**config.mk**
```make
export PLATFORM = sky130hd
export DESIGN_NAME = demux4_seq_flat
export DESIGN_NICKNAME = d
export VERILOG_FILES = /design/src/rtl/demux4_seq_if.sv /design/src/rtl/demux4_seq.sv /design/src/flat_wrapper.sv
export SDC_FILE = /design/constraint.sdc
export NUM_CORES = 1
export LEC_CHECK = 0
export BUFFER_PORTS_ARGS = -buffer_cell sky130_fd_sc_hd__buf_2
export CORE_ASPECT_RATIO = 1.75
export CORE_UTILIZATION = 45
export CTS_CLUSTER_SIZE = 16
export DETAILED_ROUTE_END_ITERATION = 6
export PLACE_DENSITY = 0.76
export SLEW_MARGIN = 25
export SYNTH_ARGS = -nofsm -noshare
export SYNTH_HDL_FRONTEND = slang
export SYNTH_SLANG_ARGS = --single-unit
```
**constraint.sdc**
```tcl
create_clock -name clk -period 1.4 [get_ports clk]
set_input_delay 0.14 -clock clk [delete_from_list [all_inputs] [get_ports clk]]
set_output_delay 0.14 -clock clk [all_outputs]
set_load 0.05 [all_outputs]
```
**src/rtl/demux4_seq_if.sv**
```systemverilog
// Handshake and demux-drive bundle between the upstream source and demux4_seq.
interface demux4_seq_if;
    logic       in_valid;
    logic       in_ready;
    logic [3:0] in_data;
    logic [3:0] lane_mask;
    logic       Y;
    logic       S0;
    logic       S1;
    logic       busy;
    logic       frame_done;

    modport slave (
        input  in_valid, in_data, lane_mask,
        output in_ready, Y, S0, S1, busy, frame_done
    );

    modport master (
        output in_valid, in_data, lane_mask,
        input  in_ready, Y, S0, S1, busy, frame_done
    );
endinterface

```
**src/rtl/demux4_seq.sv**
```systemverilog
// Serialises a 4-bit word onto Y with matching S1:S0 select so a demux4 steers
// bit k to output k; masked lanes are skipped and an optional guard cycle is inserted.
module demux4_seq #(
    parameter int unsigned DWELL = 1,
    parameter int unsigned GUARD = 0
) (
    input logic         clk,
    input logic         rst_n,
    demux4_seq_if.slave io
);
    localparam int unsigned LANES  = 4;
    localparam int unsigned LANE_W = 2;
    localparam int unsigned CNT_W  = 4;
    localparam logic [CNT_W-1:0] RELOAD = CNT_W'(DWELL - 1);

    typedef enum logic [1:0] {ST_IDLE, ST_GUARD, ST_DRIVE} state_t;

    state_t            state_q, state_d;
    logic [LANES-1:0]  data_q, data_d, mask_q, mask_d;
    logic [LANE_W-1:0] lane_q, lane_d, sel_q, sel_d;
    logic [LANE_W-1:0] first_lane, next_lane;
    logic [CNT_W-1:0]  cnt_q, cnt_d;
    logic              y_q, y_d, busy_q, busy_d, done_q, done_d;
    logic              has_next;
    logic [1:0]        rst_sync_q;
    logic              rst_int_n;

    // Reset asserts asynchronously, releases two clocks later in sync with clk
    always_ff @(posedge clk or negedge rst_n) begin
        if (!rst_n) rst_sync_q <= 2'b00;
        else        rst_sync_q <= {rst_sync_q[0], 1'b1};
    end
    assign rst_int_n = rst_sync_q[1];

    // Lowest enabled lane of the incoming mask, next enabled lane above the current one
    always_comb begin
        first_lane = '0;
        next_lane  = lane_q;
        has_next   = 1'b0;
        for (int i = int'(LANES) - 1; i >= 0; i--) begin
            if (io.lane_mask[i]) first_lane = LANE_W'(i);
            if (mask_q[i] && (i > int'(lane_q))) begin
                next_lane = LANE_W'(i);
                has_next  = 1'b1;
            end
        end
    end

    always_comb begin
        state_d = state_q;
        data_d  = data_q;
        mask_d  = mask_q;
        lane_d  = lane_q;
        cnt_d   = cnt_q;
        sel_d   = sel_q;
        y_d     = 1'b0;
        busy_d  = 1'b0;
        done_d  = 1'b0;

        case (state_q)
            ST_IDLE: begin
                if (io.in_valid) begin
                    data_d = io.in_data;
                    mask_d = io.lane_mask;
                    if (io.lane_mask == '0) begin
                        done_d = 1'b1;
                    end else begin
                        lane_d  = first_lane;
                        cnt_d   = RELOAD;
                        state_d = ST_DRIVE;
                    end
                end
            end
            ST_DRIVE: begin
                if (cnt_q != '0) begin
                    cnt_d = cnt_q - CNT_W'(1);
                end else if (has_next) begin
                    lane_d  = next_lane;
                    cnt_d   = RELOAD;
                    state_d = (GUARD != 0) ? ST_GUARD : ST_DRIVE;
                end else begin
                    state_d = ST_IDLE;
                    done_d  = 1'b1;
                end
            end
            ST_GUARD: state_d = ST_DRIVE;
            default:  state_d = ST_IDLE;
        endcase

        // Registered outputs follow the state being entered
        case (state_d)
            ST_DRIVE: begin
                sel_d  = lane_d;
                y_d    = data_d[lane_d];
                busy_d = 1'b1;
            end
            ST_GUARD: begin
                sel_d  = lane_d;
                busy_d = 1'b1;
            end
            default: ;
        endcase
    end

    always_ff @(posedge clk or negedge rst_int_n) begin
        if (!rst_int_n) begin
            state_q <= ST_IDLE;
            data_q  <= '0;
            mask_q  <= '0;
            lane_q  <= '0;
            cnt_q   <= '0;
            sel_q   <= '0;
            y_q     <= 1'b0;
            busy_q  <= 1'b0;
            done_q  <= 1'b0;
        end else begin
            state_q <= state_d;
            data_q  <= data_d;
            mask_q  <= mask_d;
            lane_q  <= lane_d;
            cnt_q   <= cnt_d;
            sel_q   <= sel_d;
            y_q     <= y_d;
            busy_q  <= busy_d;
            done_q  <= done_d;
        end
    end

    assign io.in_ready   = (state_q == ST_IDLE);
    assign io.Y          = y_q;
    assign io.S1         = sel_q[1];
    assign io.S0         = sel_q[0];
    assign io.busy       = busy_q;
    assign io.frame_done = done_q;
endmodule

```
**src/flat_wrapper.sv**
```systemverilog
// flat-port wrapper written by rule: the top's interface ports become plain ports
module demux4_seq_flat 
#(
    parameter int unsigned DWELL = 1,
    parameter int unsigned GUARD = 0
)
  (clk, rst_n, io_in_valid, io_in_data, io_lane_mask, io_in_ready, io_Y, io_S0, io_S1, io_busy, io_frame_done);
  demux4_seq_if io_i ();
  input logic clk;
  input logic rst_n;
  input wire logic [$bits(io_i.in_valid)-1:0] io_in_valid;
  input wire logic [$bits(io_i.in_data)-1:0] io_in_data;
  input wire logic [$bits(io_i.lane_mask)-1:0] io_lane_mask;
  output wire logic [$bits(io_i.in_ready)-1:0] io_in_ready;
  output wire logic [$bits(io_i.Y)-1:0] io_Y;
  output wire logic [$bits(io_i.S0)-1:0] io_S0;
  output wire logic [$bits(io_i.S1)-1:0] io_S1;
  output wire logic [$bits(io_i.busy)-1:0] io_busy;
  output wire logic [$bits(io_i.frame_done)-1:0] io_frame_done;
  assign io_i.in_valid = io_in_valid;
  assign io_i.in_data = io_in_data;
  assign io_i.lane_mask = io_lane_mask;
  assign io_in_ready = io_i.in_ready;
  assign io_Y = io_i.Y;
  assign io_S0 = io_i.S0;
  assign io_S1 = io_i.S1;
  assign io_busy = io_i.busy;
  assign io_frame_done = io_i.frame_done;
  demux4_seq #(.DWELL(DWELL), .GUARD(GUARD)) u_core (.clk(clk), .rst_n(rst_n), .io(io_i));
endmodule
```
==> results.py, run 1 <==
metrics = {
    "setup_path": {
        "r2r_slack_ps": -660,
        "crit_fanout": 4,
        "critical_path_required_ps": 1560,
        "max_stage_delay_ps": 410,
        "critPathSlowestCell": "dfrtp_1",
        "worstSetupStartpointType": "register",
        "r2r_start": "u_core.cnt_q[0]$_DFFE_PN0P_",
        "r2r_cells": 10,
        "worst-path-buf-inv": 2,
        "path_class": "reg -> reg",
        "cp-end-kind": "register",
        "timing.rr.end": "u_core.sel_q[1]$_DFFE_PN0P_",
        "cp_top_family": "simple AND/OR/NAND/NOR gates",
        "path_cells": "inv_2 > ha_4 > nor3b_4 > o21ai_2 > o21ai_2 > and2_4 > o21ai_4 > ha_4 > inv_2 > mux2_2",
        "arrival_ps": 2220,
    },
    "cells_and_area": {
        "fin_nets": 179,
        "layout-drive-gt1-share_pct": 58.2,
        "areaGrowthSynthToFinish_pct": 62.3,
        "layout_commonest_cell": "buf_4",
        "layout_common_cells": "buf_4, nand2_1, dfrtp_1",
        "n_fill_cell": 147,
        "diodes": 0,
    },
    "route": {
        "drc": 0,
        "vias": 1037,
        "drt-total-wl_um": 3340,
        "vias_per_cell": 5.46,
        "ant_nets": 0,
        "drt_first_pass_iters": 4,
        "avgRoutedWirePerCell_um": 17.6,
        "drtIter0Drc": 34,
    },
    "global_routing": {
        "grt_pass1_wl_um": 4650,
        "grt_pass1_vias": 1070,
        "overflow": 0,
        "antenna_found_initial": 0,
        "grt_usage_pct": 26.5,
        "grt_max_degree": 21,
    },
    "clock_tree": {
        "htreeDepth": 1,
        "cts_buffer_depth": 2,
        "root_buffer": "clkbuf_8",
        "cts_buffers": 3,
        "cts_tree": "done",
        "cts_sinks": 22,
        "clock_latency_ps": 270,
        "clkTransAtPathRegs_ps": 80,
    },
    "sta": {
        "finalClockSkew_ps": 2.19,
        "min_period_ps": 2060,
        "hold_violations": 0,
        "setup_tns_ps": -4470,
        "rsz0062_at_grt": "true",
        "max_freq_ghz": 0.485,
        "hold_slack_ps": 70.0,
        "period_share_pct": 147,
        "setup_viol": 18,
        "fin_ws_ps": -660,
        "finalMaxSlewViolations": 0,
    },
    "worst_hold_path": {
        "hp-start": "io_lane_mask[3]",
        "min_path_type": "in -> reg",
        "worstHoldEndpoint": "u_core.mask_q[3]$_DFFE_PN0P_",
        "hold_depth": 3,
    },
    "synth": {
        "synth-seq-cells": 22,
        "ys_warn_count": 0,
        "postSynthCellCount": 106,
        "ys_async_sr_fraction_pct": 100,
        "synth_edf_count": 0,
        "yosysSeqAreaShare_pct": 50.6,
        "avgSynthCellArea_um2": 10.3,
        "syn_area_um2": 1090,
        "yosysTopAreaCellShare_pct": 50.6,
        "synth_area_leader_cell": "dfrtp_1",
        "synth_ff_type": "dfrtp_1",
        "synthDistinctLibCells": 33,
        "synthTopCellsByArea": "dfrtp_1, nand2_1, o2bb2ai_1",
    },
    "run_status": {
        "status": "complete, but fails checks",
        "violations": "setup timing",
    },
    "power": {
        "leakage_uw": 0.000817,
        "power.share.clock_pct": 10.9,
        "seqPwrFrac_pct": 26.5,
        "power_frac_comb_pct": 62.6,
        "ir_worst_vdd_mv": 1.63,
        "p_int_uw": 2530,
        "p_sw_share_pct": 41.1,
        "power_per_cell_area_nw_per_um2": 2430,
        "p_sw_uw": 1770,
    },
    "floorplanning": {
        "ios": 17,
        "die_height_um": 67.1,
        "start_util_pct": 47.3,
        "fp-row-count": 23,
        "core_um2": 2300,
        "dieWidth_um": 39.2,
        "die_area_um2": 2630,
    },
    "run": {
        "drv_cap": 0,
    },
    "place": {
        "port_buffers": 16,
        "hpwl_um": 1940,
        "place.gp.congestion": 0.881,
    },
}
worst max path at each step:
stage,cells past startpoint,from,end
detailed placement,10,u_core.cnt_q[1]$_DFFE_PN0P_,u_core.sel_q[1]$_DFFE_PN0P_
global placement,10,u_core.cnt_q[1]$_DFFE_PN0P_,u_core.sel_q[0]$_DFFE_PN0P_
finish,10,u_core.cnt_q[0]$_DFFE_PN0P_,u_core.sel_q[1]$_DFFE_PN0P_
global route,10,u_core.cnt_q[0]$_DFFE_PN0P_,u_core.sel_q[0]$_DFFE_PN0P_
floorplan,7,u_core.cnt_q[0]$_DFFE_PN0P_,u_core.io.Y$_DFF_PN0_
CTS,10,u_core.cnt_q[0]$_DFFE_PN0P_,u_core.sel_q[1]$_DFFE_PN0P_
metrics by stage:
step | cell area, µm² | total power [µW] | cells | utilization [%] | worst slack [ps]
floorplan | 1130 | 2190 | 107 | - | -480
global placement | 1420 | 2800 | 173 | 61.6 | -547
detailed placement | 1420 | 2890 | 173 | 61.6 | -665
CTS | 1660 | 3840 | 186 | 71.9 | -588
global route | 1770 | 4500 | 190 | 76.7 | -715
finish | 1770 | 4300 | 190 | 76.7 | -660
layout make-up:
| class | count | area (µm²) | share of cell area [%] |
|---|---|---|---|
| Tap cell | 25 | 31.3 | 1.77 |
| Sequential cell | 22 | 553 | 31.3 |
| Timing Repair Buffer | 55 | 415 | 23.5 |
| Clock buffer | 4 | 55.1 | 3.12 |
| Multi-Input combinational cell | 78 | 687 | 38.9 |
| Inverter | 6 | 25.0 | 1.42 |
power by group through the flow:
stage | sequential [µW] | combinational (µW) | clock (µW)
final | 1140 | 2690 | 469
after detailed placement | 1110 | 1780 | 0
after global routing | 1160 | 2850 | 494
after CTS | 1110 | 2260 | 467
after floorplan | 1310 | 885 | 0
after global placement | 1090 | 1720 | 0
logic make-up (layout without fill, tap and decap cells):
logic type	Yosys count	after routing	share of synthesized area, %
other cells	2	3	0.690
simple gates	49	49	23.3
fa+ha+maj	2	2	2.30
buf+inv	7	65	2.41
mux	4	4	5.40
compound gates	20	20	15.3
flops	22	22	50.6
registers in the layout (all words and copies together) (netlist names), 2 cells and up:
| register | flops |
|---|---|
| u_core.state_q | 2 |
| u_core.data_q | 4 |
| u_core.rst_sync_q | 2 |
| u_core.sel_q | 2 |
| u_core.cnt_q | 4 |
| u_core.mask_q | 3 |
| u_core.lane_q | 2 |
synthesized netlist by cell type (2+ instances only):
master,instances
o21ai_0,7
mux2_2,2
inv_1,6
nor2_1,4
nand2_1,25
nor3b_1,2
o2bb2ai_1,6
nor2b_1,2
conb_1,2
ha_1,2
dfrtp_1,22
a21oi_1,2
nand2b_1,3
or2_2,2
repair_timing:
item	4_1_cts	5_1_grt
endpoints found under the hold margin	2	0
setup buffers	9	9
hold buffers	1	0
setup endpoints to repair	16	18
resized for setup	27	19
pin swaps	8	9
per-layer routing:
| layer | vias up | share of wire (%) | track usage [%] | wire (µm) |
|---|---|---|---|---|
| met5 | - | 0 | 0 | 0 |
| li1 | 479 | - | - | - |
| met4 | 0 | 2.6 | 14.2 | 86 |
| met2 | 29 | 58 | 46.7 | 1940 |
| met1 | 519 | 37 | 27.4 | 1220 |
| met3 | 10 | 2.9 | 5.67 | 97 |
worst register-to-register path: cells and delay by family, from the launching register on:
kind / cells / cell delay (ps)
mux: 1 / 260
buf+inv: 2 / 120
fa+ha+maj: 2 / 400
compound gates: 3 / 340
simple gates: 2 / 420
flops: 1 / 410
Note: power is estimated with default switching activity, not from simulation.
==> run 2, diff against run 1 <==
--- a/config.mk
+++ b/config.mk
@@ -7,9 +7,11 @@
 export LEC_CHECK = 0
 export BUFFER_PORTS_ARGS = -buffer_cell sky130_fd_sc_hd__buf_2
+export CELL_PAD_IN_SITES_DETAIL_PLACEMENT = 1
+export CELL_PAD_IN_SITES_GLOBAL_PLACEMENT = 1
 export CORE_ASPECT_RATIO = 1.75
 export CORE_UTILIZATION = 45
 export CTS_CLUSTER_SIZE = 16
 export DETAILED_ROUTE_END_ITERATION = 6
-export PLACE_DENSITY = 0.76
+export PLACE_DENSITY = 0.91
 export SLEW_MARGIN = 25
 export SYNTH_ARGS = -nofsm -noshare
==> constraint.sdc (replaced) <==
create_clock -name clk -period 1.4 [get_ports clk]
set_input_delay 0.14 -clock clk [delete_from_list [all_inputs] [get_ports clk]]
set_output_delay 0.14 -clock clk [all_outputs]
set_load 0.02 [all_outputs]
==> run 2 against run 1 <==
Compared with the run above: the flow now stops in 5_1_grt; area after synthesis did not move; synthesized cell count did not move.
==> results.py, run 2 <==
metrics = {
    "sta": {
        "postGrtWorstEndpoint": "u_core.io.Y$_DFF_PN0_/D",
        "worst-ep-kind": "sequential cell input",
    },
    "floorplanning": {
        "start_util_pct": 47.3,
        "die_height_um": 67.1,
        "ios": 17,
        "dieWidth_um": 39.2,
        "fp-row-count": 23,
    },
    "synth": {
        "synth.most_common_cell": "nand2_1",
        "synth_area_leader_cell": "dfrtp_1",
        "yosysSeqAreaShare_pct": 50.6,
        "synthTopCellsByArea": "dfrtp_1, nand2_1, o2bb2ai_1",
        "postSynthCellCount": 106,
        "synth_ff_type": "dfrtp_1",
        "synth_common_cells": "nand2_1, dfrtp_1, o21ai_0",
        "synth_edf_count": 0,
        "synthDistinctLibCells": 33,
        "syn_area_um2": 1090,
        "yosysTopAreaCellShare_pct": 50.6,
        "ys_async_sr_fraction_pct": 100,
        "synth-seq-cells": 22,
        "avgSynthCellArea_um2": 10.3,
        "ys_warn_count": 0,
    },
    "global_routing": {
        "grt_max_degree": 21,
        "antenna_found_initial": 0,
    },
    "run_status": {
        "stop_stage": "5_1_grt",
        "status": "aborted with a tool error",
        "firstError": "[ERROR DPL-0033] detailed placement checks failed during check placement.",
    },
    "clock_tree": {
        "root_buffer": "clkbuf_8",
        "htreeDepth": 1,
        "cts_sinks": 22,
        "cts_buffer_depth": 2,
        "cts_buffers": 3,
    },
    "place": {
        "port_buffers": 16,
        "place.gp.congestion": 0.812,
        "dp_slack_ps": -774,
        "hpwl_um": 2600,
    },
}
==> run 2: cell counts after synthesis <==
Identical to the previous run, type by type.
==> run 2: through the flow <==
step	hold slack (ps)	area (µm²)	TNS (ps)	instances
detailed placement	-74.5	1430	-4100	174
global placement	-76.2	1430	-2440	174
floorplan	-156	1130	-1030	107
CTS	102	1660	-4160	189
==> run 2: kinds of logic after synthesis <==
group | count (synthesis) | synth area share, %
other | 2 | 0.690
multiplexers | 4 | 5.40
buffers and inverters | 7 | 2.41
AND/OR/NAND/NOR | 49 | 23.3
AO/OA/AOI/OAI | 20 | 15.3
flip-flops | 22 | 50.6
adder cells (fa/ha/maj) | 2 | 2.30
==> run 2: what timing repair did <==
action / 4_1_cts
buffers inserted: 18
hold buffers: 1
gates cloned: 0
resized for setup: 27
pin swaps: 6
endpoints found under the setup margin: 17
hold endpoints to repair: 2
==> run 3, diff against run 2 <==
- CELL_PAD_IN_SITES_DETAIL_PLACEMENT: 1 -> unset
- CELL_PAD_IN_SITES_GLOBAL_PLACEMENT: 1 -> unset
- CORE_ASPECT_RATIO: 1.75 -> unset
- CORE_UTILIZATION: 45 -> 30
- CTS_CLUSTER_SIZE: 16 -> unset
- PLACE_DENSITY: 0.91 -> unset
- PLACE_DENSITY_LB_ADDON: unset -> 0.15
==> run 3 against run 2 <==
Compared with the run above: the flow now finishes, with violations (setup timing).
==> results.py, run 3 (synthesis results as in run 1) <==
metrics = {
    "global_routing": {
        "grt_max_degree": 16,
        "use_met3_pct": 1.65,
        "grt_usage_pct": 15.2,
        "top_usage_layer": "met2",
        "grt_pass1_vias": 1042,
        "overflow": 0,
        "grt_pass1_wl_um": 4630,
        "grtUsageMet1_pct": 20.0,
        "use_met2_pct": 25.7,
        "antenna_found_initial": 0,
    },
    "setup_path": {
        "critical_path_required_ps": 1600,
        "crit_fanout": 4,
        "cp-end-kind": "register",
        "r2r_cells": 10,
        "worstSetupStartpointType": "register",
        "path_class": "reg -> reg",
        "arrival_ps": 2230,
    },
    "cells_and_area": {
        "layout.cells.non_filler": 211,
        "areaGrowthSynthToFinish_pct": 58.3,
        "seq_area_um2": 553,
        "layout-drive-gt1-share_pct": 57.6,
        "diodes": 0,
        "n_fill_cell": 322,
        "multi_input_area_um2": 653,
        "top_regs": "u_core.cnt_q (4), u_core.data_q (4), u_core.mask_q (3)",
        "fin_nets": 179,
        "stdcell_area_um2": 1720,
        "layout_common_cells": "buf_4, dfrtp_1, nand2_1",
        "layout_commonest_cell": "buf_4",
    },
    "power": {
        "power.total_uw": 3670,
        "power_per_cell_area_nw_per_um2": 2130,
        "ir_worst_vdd_mv": 0.939,
        "leakage_uw": 0.000798,
    },
    "clock_tree": {
        "cts_buffers": 3,
        "htreeDepth": 1,
        "root_buffer": "clkbuf_4",
        "clock_latency_ps": 310,
        "clkTransAtPathRegs_ps": 130,
        "cts_tree": "done",
        "cts_buffer_depth": 2,
        "cts_sinks": 22,
    },
    "sta": {
        "fin_ws_ps": -628,
        "finalMaxSlewViolations": 0,
        "finalClockSkew_ps": 6.68,
        "setup_viol": 14,
        "min_period_ps": 2030,
        "period_share_pct": 145,
        "rsz0062_at_grt": "true",
        "hold_violations": 0,
        "max_freq_ghz": 0.493,
        "setup_tns_ps": -3550,
    },
    "floorplanning": {
        "core_um2": 3420,
        "ios": 17,
        "start_util_pct": 31.9,
        "die_area_um2": 3870,
        "dieWidth_um": 62.2,
        "fp-row-count": 21,
        "die_height_um": 62.2,
    },
    "route": {
        "vias_per_cell": 4.55,
        "vias": 960,
        "ant_nets": 0,
        "drt_first_pass_iters": 4,
        "drtIter0Drc": 12,
        "drc": 0,
        "avgRoutedWirePerCell_um": 13.0,
        "drt-total-wl_um": 2750,
    },
    "place": {
        "place.gp.congestion": 0.798,
        "port_buffers": 16,
        "dp_slack_ps": -621,
        "place_area_um2": 1480,
        "hpwl_um": 1910,
        "dp_cells": 198,
    },
    "worst_hold_path": {
        "min_path_type": "in -> reg",
        "hold_depth": 3,
    },
    "run": {
        "drv_cap": 0,
    },
    "run_status": {
        "violations": "setup timing",
        "status": "complete, but fails checks",
    },
}
[run 3: worst paths after layout]
path                       slack, ps                           start                              to
min reg2reg                      100  u_core.rst_sync_q[1]$_DFF_PN0_  u_core.io.frame_done$_DFF_PN0_
min                               40                   io_in_data[1]      u_core.data_q[1]$_DFF_PN0_
max in group asynchronous        790  u_core.rst_sync_q[1]$_DFF_PN0_     u_core.state_q[1]$_DFF_PN0_
max                             -630     u_core.cnt_q[0]$_DFFE_PN0P_     u_core.sel_q[0]$_DFFE_PN0P_
min in group asynchronous        100  u_core.rst_sync_q[1]$_DFF_PN0_  u_core.io.frame_done$_DFF_PN0_
max reg2reg                     -630     u_core.cnt_q[0]$_DFFE_PN0P_     u_core.sel_q[0]$_DFFE_PN0P_
[run 3: worst max-delay path, cell delays in order, from the launching register on]
cell and delay (ps):
dfrtp_1 420, inv_2 80, ha_4 140, nor3b_4 210, o21ai_2 90, o21ai_2 150, and2_4 190, o21ai_4 70
ha_4 260, inv_2 40, mux2_4 290
[run 3: timing repair]
| item | 4_1_cts | 5_1_grt |
|---|---|---|
| endpoints found under the setup margin | 18 | 19 |
| setup buffers | 18 | 8 |
| endpoints found under the hold margin | 2 | 0 |
| pin swaps | 10 | 15 |
| hold buffers | 1 | 0 |
| gates resized for setup | 24 | 17 |
[run 3: final cells by class]
| type | instances | share of cell area, % |
|---|---|---|
| multi-input combinational | 78 | 37.9 |
| tap | 46 | 3.34 |
| timing repair buffer | 55 | 23.2 |
| inverter | 6 | 1.31 |
| clock buffer | 4 | 2.11 |
| sequential | 22 | 32.1 |
[run 3: through the flow]
step	hold WS [ps]	utilization (%)
2_1_floorplan	-156	-
3_3_place_gp	-74.9	43.2
3_5_place_dp	-71.8	43.2
4_1_cts	17.9	48.7
5_1_grt	34.6	50.4
6_report	35.5	50.4
[run 3: layer usage]
| metal | part of all wire, % | routed length [µm] |
|---|---|---|
| met3 | 1.7 | 47 |
| met4 | 1.6 | 44 |
| met2 | 51 | 1400 |
| met5 | 0 | 0 |
| met1 | 46 | 1260 |
[run 3: where the power goes]
| group | internal, µW | switching [µW] |
|---|---|---|
| sequential | 899 | 230 |
| clock | 159 | 198 |
| combinational | 1230 | 953 |
